File: src/rtl/prime_factorizer.sv
// ---------------------------------------------------------------------------
// prime_factorizer
//
// Breaks one unsigned integer into its prime factors by trial division and
// streams them out in ascending order, one factor per valid/ready transfer.
// Repeated factors are emitted once per multiplicity. The trial divisor
// starts at 2, then walks the odd numbers; each trial uses a restoring
// divider that resolves one quotient bit per cycle (WIDTH cycles per trial).
//
// Ports
//   clk           system clock, rising edge
//   reset         asynchronous, active-low reset
//   start         job request, sampled only while idle
//   n_in          operand, captured when start is accepted
//   busy          high from the cycle after start until the done cycle ends
//   factor        current prime factor (meaningful while factor_valid)
//   factor_valid  factor handshake valid
//   factor_ready  downstream ready
//   done          one-cycle pulse after the last factor has transferred
//   count         factors transferred in the current or last job
// ---------------------------------------------------------------------------
module prime_factorizer #(
    parameter int WIDTH = 32,
    parameter int CNT_W = 6
) (
    input  logic             clk,
    input  logic             reset,
    input  logic             start,
    input  logic [WIDTH-1:0] n_in,
    output logic             busy,
    output logic [WIDTH-1:0] factor,
    output logic             factor_valid,
    input  logic             factor_ready,
    output logic             done,
    output logic [CNT_W-1:0] count
);

    typedef enum logic [2:0] {
        S_IDLE,
        S_CHECK,
        S_DIV,
        S_EVAL,
        S_EMIT,
        S_LAST,
        S_DONE
    } state_t;

    state_t state, state_next;

    logic [WIDTH-1:0] n;      // remaining value still to be factored
    logic [WIDTH-1:0] d;      // current trial divisor
    logic [WIDTH-1:0] q;      // dividend shifts out of the top, quotient in at the bottom
    logic [WIDTH-1:0] r;      // partial remainder
    logic [CNT_W-1:0] shift;  // divider step counter

    // d*d against n at double width so the square never overflows.
    logic [2*WIDTH-1:0] d_sq;
    logic               d_sq_gt_n;

    // One restoring-division step.
    logic [WIDTH:0]   r_trial;
    logic             sub_ok;
    logic [WIDTH-1:0] r_diff;

    logic xfer;
    logic n_lt_2;
    logic div_last;

    always_comb begin
        d_sq      = {{WIDTH{1'b0}}, d} * {{WIDTH{1'b0}}, d};
        d_sq_gt_n = d_sq > {{WIDTH{1'b0}}, n};
        n_lt_2    = n < WIDTH'(2);
        r_trial   = {r, q[WIDTH-1]};
        sub_ok    = r_trial >= {1'b0, d};
        // The true difference is below d, so it fits in WIDTH bits.
        r_diff    = r_trial[WIDTH-1:0] - d;
        div_last  = shift == CNT_W'(WIDTH - 1);
    end

    // ------------------------------------------------------------------
    // Outputs decode straight from the state register, so an asynchronous
    // reset clears them immediately.
    // ------------------------------------------------------------------
    always_comb begin
        busy         = 1'b0;
        factor       = '0;
        factor_valid = 1'b0;
        done         = 1'b0;
        case (state)
            S_IDLE: ;
            S_EMIT: begin
                busy         = 1'b1;
                factor       = d;
                factor_valid = 1'b1;
            end
            S_LAST: begin
                busy = 1'b1;
                if (!n_lt_2 && n != WIDTH'(1)) begin
                    factor       = n;
                    factor_valid = 1'b1;
                end
            end
            S_DONE: begin
                busy = 1'b1;
                done = 1'b1;
            end
            default: busy = 1'b1;
        endcase
    end

    assign xfer = factor_valid && factor_ready;

    // ------------------------------------------------------------------
    // Next-state logic
    // ------------------------------------------------------------------
    always_comb begin
        state_next = state;
        case (state)
            S_IDLE: begin
                if (start) state_next = S_CHECK;
            end
            S_CHECK: begin
                if (n_lt_2)         state_next = S_DONE;
                else if (d_sq_gt_n) state_next = S_LAST;
                else                state_next = S_DIV;
            end
            S_DIV: begin
                if (div_last) state_next = S_EVAL;
            end
            S_EVAL: begin
                if (r == '0) state_next = S_EMIT;
                else         state_next = S_CHECK;
            end
            S_EMIT: begin
                // d stays put so a repeated factor is tried again.
                if (xfer) state_next = S_CHECK;
            end
            S_LAST: begin
                if (!factor_valid || xfer) state_next = S_DONE;
            end
            S_DONE: begin
                state_next = S_IDLE;
            end
            default: state_next = S_IDLE;
        endcase
    end

    always_ff @(posedge clk or negedge reset) begin
        if (!reset) state <= S_IDLE;
        else        state <= state_next;
    end

    // ------------------------------------------------------------------
    // Datapath registers
    // ------------------------------------------------------------------
    always_ff @(posedge clk or negedge reset) begin
        if (!reset) begin
            n     <= '0;
            d     <= '0;
            q     <= '0;
            r     <= '0;
            shift <= '0;
            count <= '0;
        end else begin
            case (state)
                S_IDLE: begin
                    if (start) begin
                        n     <= n_in;
                        d     <= WIDTH'(2);
                        count <= '0;
                    end
                end
                S_CHECK: begin
                    if (!n_lt_2 && !d_sq_gt_n) begin
                        q     <= n;
                        r     <= '0;
                        shift <= '0;
                    end
                end
                S_DIV: begin
                    q     <= {q[WIDTH-2:0], sub_ok};
                    r     <= sub_ok ? r_diff : r_trial[WIDTH-1:0];
                    shift <= shift + CNT_W'(1);
                end
                S_EVAL: begin
                    if (r != '0) begin
                        // 2 -> 3, then odd divisors only. d stays far below
                        // 2^WIDTH before the d*d > n exit, so no wrap.
                        if (d == WIDTH'(2)) d <= WIDTH'(3);
                        else                d <= d + WIDTH'(2);
                    end
                end
                S_EMIT: begin
                    if (xfer) begin
                        n     <= q;
                        count <= count + CNT_W'(1);
                    end
                end
                S_LAST: begin
                    if (xfer) count <= count + CNT_W'(1);
                end
                default: ;
            endcase
        end
    end

endmodule

File: config.mk
export PLATFORM = sky130hd
export DESIGN_NAME = prime_factorizer
export DESIGN_NICKNAME = d
export VERILOG_FILES = /design/src/rtl/prime_factorizer.sv
export SDC_FILE = /design/constraint.sdc
export NUM_CORES = 2
export LEC_CHECK = 0
export BUFFER_PORTS_ARGS = -buffer_cell sky130_fd_sc_hd__buf_2
export CAP_MARGIN = 10
export CORE_MARGIN = 4
export CORE_UTILIZATION = 40
export CTS_CLUSTER_DIAMETER = 120
export DETAILED_ROUTE_END_ITERATION = 12
export GPL_TIMING_DRIVEN = 0
export RECOVER_POWER = 50
export SLEW_MARGIN = 25
export SYNTH_ARGS = -nofsm -noshare
export SYNTH_HDL_FRONTEND = slang
export SYNTH_SLANG_ARGS = --single-unit
export TNS_END_PERCENT = 10
File: constraint.sdc
create_clock -name clk -period 16.12 [get_ports clk]
set_input_delay 4.836 -clock clk [delete_from_list [all_inputs] [get_ports clk]]
set_output_delay 4.836 -clock clk [all_outputs]
set_load 0.02 [all_outputs]
==> flow_summary_export.csv <==
group,metric,value,unit
critical_path,r2r_cells,38,
drt,wirelength,145000,µm
global_route,busiest_layer,"met2",
critical_path,path_class,"reg2reg",
drt,detail-route-antenna-nets,0,
floorplanning,die_x,321.4,µm
sta,min_clock_period_post_route,13.07,ns
final_layout,final_cell_mix,"sky130_fd_sc_hd__inv_1 (1104), sky130_fd_sc_hd__fa_1 (804), sky130_fd_sc_hd__nand2_1 (483)",
critical_path,cp_common_cell,"sky130_fd_sc_hd__fa_1",
place,numPortBuffers,76,
sta,clock-skew-final,0.01611,ns
synthesis,ys_dominant_reg_cell,"sky130_fd_sc_hd__dfrtp_1",
drt,vias,32616,
synthesis,syn-mean-instance-area,8.746,µm²
clock_tree,hold_buffers,0,
clock_tree,tritoncts.num_buffers,17,
drt,avgViaCountPerCell,5.545,
sta,rsz0062_at_grt,"false",
synthesis,synthesis.instances,4493,
sta,totalNegativeSetupSlack,0,ns
power,swShare,49.86,%
sta,hold_viol_final,0,
power,sequentialPowerShare,26.4,%
critical_path,r2r-end,"r[13]$_DFFE_PN0P_",
final_layout,final_common_cell,"sky130_fd_sc_hd__inv_1",
floorplanning,initial_core_util,40.45,%
synthesis,synth-edff-count,0,
clock_tree,cts.clk_slew.worst_paths,0.07,ns
floorplanning,die_area,103300,µm²
sta,setup_violations,0,
final_layout,syn2layout_area_growth,6.868,%
floorplanning,core_area,97140,µm²
outcome,failed_checks,"capacitance limit, slew limit",
critical_path,critical_path.max_fanout,10,
place,detailed_place_hpwl,119700,µm
global_route,grt_start_max_net_pins,75,
global_route,grt_util_met3,6.965,%
drt,dr.pass1.iters,5,
critical_path,buffers_inverters_on_critical_path,9,
power,power.clock.fraction,18.2,%
global_route,overflow,0,
final_layout,design.final.nets,5778,
sta,period_share,81.07,%
global_route,grt_antenna_before_repair,9,
synthesis,synth.yosys.seq_area_share,9.107,%
floorplanning,top_level_ports,77,
hold_path,hold_path.startpoint,"shift[5]$_DFFE_PN0P_",
synthesis,postSynthNetCount,5678,
drt,drt_iter0_markers,3369,
final_layout,fillers,9705,
critical_path,timing.critical_path.to_type,"flop",
global_route,grt_usage,28.65,%
critical_path,path_delay_family,"adder cells",
critical_path,critPathLaunchType,"flop",
power,power,2.367,mW
outcome,status,"finished, violations left",
final_layout,final_layout_size_suffix_gt1_share,3.996,%
power,power_per_cell_area,56.37,nW/µm²
flow_run,max_cap_viol_count,2,
clock_tree,clock-root-buffer,"sky130_fd_sc_hd__clkbuf_16",
critical_path,cpMaxStageDelayCell,"sky130_fd_sc_hd__clkinv_1",
clock_tree,clock_sinks,143,
critical_path,r2r_setup_slack,3.05,ns
synthesis,post_synth_num_cell_types,82,
clock_tree,ctsHtreeMaxLevel,4,
global_route,wire_length_of_the_first_global_routing_pass,218800,µm
drt,drt_drc_violations_left,0,
critical_path,worst_ep_arrival_time,13.40,ns
critical_path,worstPathRequired,16.46,ns
synthesis,post_synth_arst_share,100.0,%
clock_tree,cts_tree,"done",
floorplanning,die_height,321.4,µm
clock_tree,postCtsSetupRepairBufs,0,
hold_path,worst_min_delay_path_category,"reg2reg",
power,power.switching,1.180,mW
global_route,grt_pass1_vias,34107,
sta,tightest_slew,4.977,ns
synthesis,register_bit_total_from_synthesis,143,
hold_path,hold-path-cell-count,1,
drt,avgRoutedWirePerCell,24.65,µm
sta,top_achievable_clock_speed,76.52,MHz
global_route,m1_gr_usage,38.23,%
clock_tree,cts.path.max_buffers,2,
hold_path,worstHoldEndpoint,"shift[5]$_DFFE_PN0P_",
sta,slew_headroom,-231.8,%
power,comb_power_share,55.4,%
place,gp_congestion,1.005,
synthesis,syn-cell-area,39290,µm²
sta,final-max-slew-violation-count,146,
clock_tree,ctsResizeCount,0,
floorplanning,num_rows,114,
power,peak_ir_drop_on_the_vdd_network,0.00009645,V
global_route,met2_usage,44.41,%
power,power.internal,1.187,mW
power,total_leakage_power,22.69,nW
synthesis,ys.warnings.count,0,
critical_path,critical-path-max-stage-delay,0.89,ns
critical_path,regToRegStartpoint,"d[3]$_DFFE_PN0P_",
clock_tree,worstSkewPairLatency,0.48,ns
-- layout make-up --
| class | count | area [µm²] | share of cell area, % |
|---|---|---|---|
| multi-input cells | 3044 | 30800 | 73.35 |
| inverters | 1109 | 4163 | 9.913 |
| repair buffers | 81 | 442.9 | 1.055 |
| plain buffers | 197 | 813.3 | 1.937 |
| diodes | 1 | 2.502 | 0.005959 |
| clock inverters | 12 | 150.1 | 0.3575 |
| flip-flops and latches | 143 | 3578 | 8.522 |
| clock buffers | 19 | 442.9 | 1.055 |
| well taps | 1276 | 1597 | 3.802 |
-- flip-flops by register name, summed over array words and instances, names as in the netlist --
register / cells
state: 3
q: 32
d: 32
count: 6
shift: 6
n: 32
r: 32
-- Yosys cell counts, drive strengths merged (32+ instances only) --
| cell type | n | area share [%] |
|---|---|---|
| inv | 1105 | 11 |
| fa | 804 | 41 |
| nand2 | 483 | 4.6 |
| nor2 | 352 | 3.4 |
| ha | 345 | 11 |
| o21ai | 194 | 2.5 |
| clkbuf | 152 | 1.5 |
| dfrtp | 143 | 9.1 |
| a21oi | 130 | 1.7 |
| mux2i | 87 | 2.2 |
| nand3 | 69 | 0.88 |
| xnor2 | 69 | 1.5 |
| a21o | 53 | 1.0 |
| nand4 | 46 | 0.73 |
| buf | 45 | 0.47 |
| nor4 | 43 | 0.70 |
| xor2 | 42 | 0.94 |
| a22o | 33 | 0.74 |
| nor3 | 32 | 0.41 |
-- per-stage QoR --
step           utilization, %  area, µm²  setup WS, ns  std cells  hold slack [ns]
2_1_floorplan               -      39290         6.306       4493           0.4520
3_3_place_gp            42.49      41270         2.454       5845           0.4674
3_5_place_dp            42.66      41440         3.185       5849           0.4682
4_1_cts                 43.27      42030         3.118       5880           0.4803
5_1_grt                 43.23      41990         2.576       5881           0.5190
6_report                43.23      41990         3.052       5882           0.4772
-- power by group through the flow --
stage               Combinational, mW  Sequential, mW  Clock, mW
finish                           1.31           0.625      0.431
global route                     1.45           0.635      0.449
CTS                              1.30           0.618      0.434
detailed placement               1.30           0.624          0
global placement                 1.28           0.623          0
floorplan                       0.935           0.559          0
-- logic make-up (layout without fill, tap and decap cells) --
family / Yosys count / after routing / synth area share (%)
AOI/OAI and AO/OA: 564 / 564 / 9.126
xor gates and xnor gates: 112 / 112 / 2.531
adders and majority gates: 1149 / 1149 / 51.95
buffers and inverters: 1306 / 1418 / 12.52
DFF: 143 / 143 / 9.107
muxes: 88 / 88 / 2.245
other: 0 / 1 / 0
and+or+nand+nor: 1131 / 1131 / 12.53
-- routing by layer --
metal / up-vias / wire (µm)
li1: 14068 / -
met1: 16519 / 58710
met2: 1614 / 64130
met3: 407 / 14080
met4: 8 / 8036
met5: - / 37
-- worst max path at each step --
stage / startpoint / end / slack [ns] / cells past startpoint
global route: d[3]$_DFFE_PN0P_ / r[19]$_DFFE_PN0P_ / 2.58 / 38
CTS: d[14]$_DFFE_PN0P_ / r[13]$_DFFE_PN0P_ / 3.12 / 39
finish: d[3]$_DFFE_PN0P_ / r[13]$_DFFE_PN0P_ / 3.05 / 38
global placement: d[16]$_DFFE_PN0P_ / shift[4]$_DFFE_PN0P_ / 2.45 / 40
detailed placement: d[14]$_DFFE_PN0P_ / r[13]$_DFFE_PN0P_ / 3.18 / 39
floorplan: d[14]$_DFFE_PN0P_ / shift[4]$_DFFE_PN0P_ / 6.31 / 40
-- worst register-to-register path: cells and delay by family (launching register included) --
kind,cells,cell delay [ns]
buf+inv,9,2.91
compound gates,7,1.81
fa+ha+maj,10,4.84
flops,1,0.37
simple gates,11,2.71
xor+xnor,1,0.30
(Power assumes the default switching activity.)
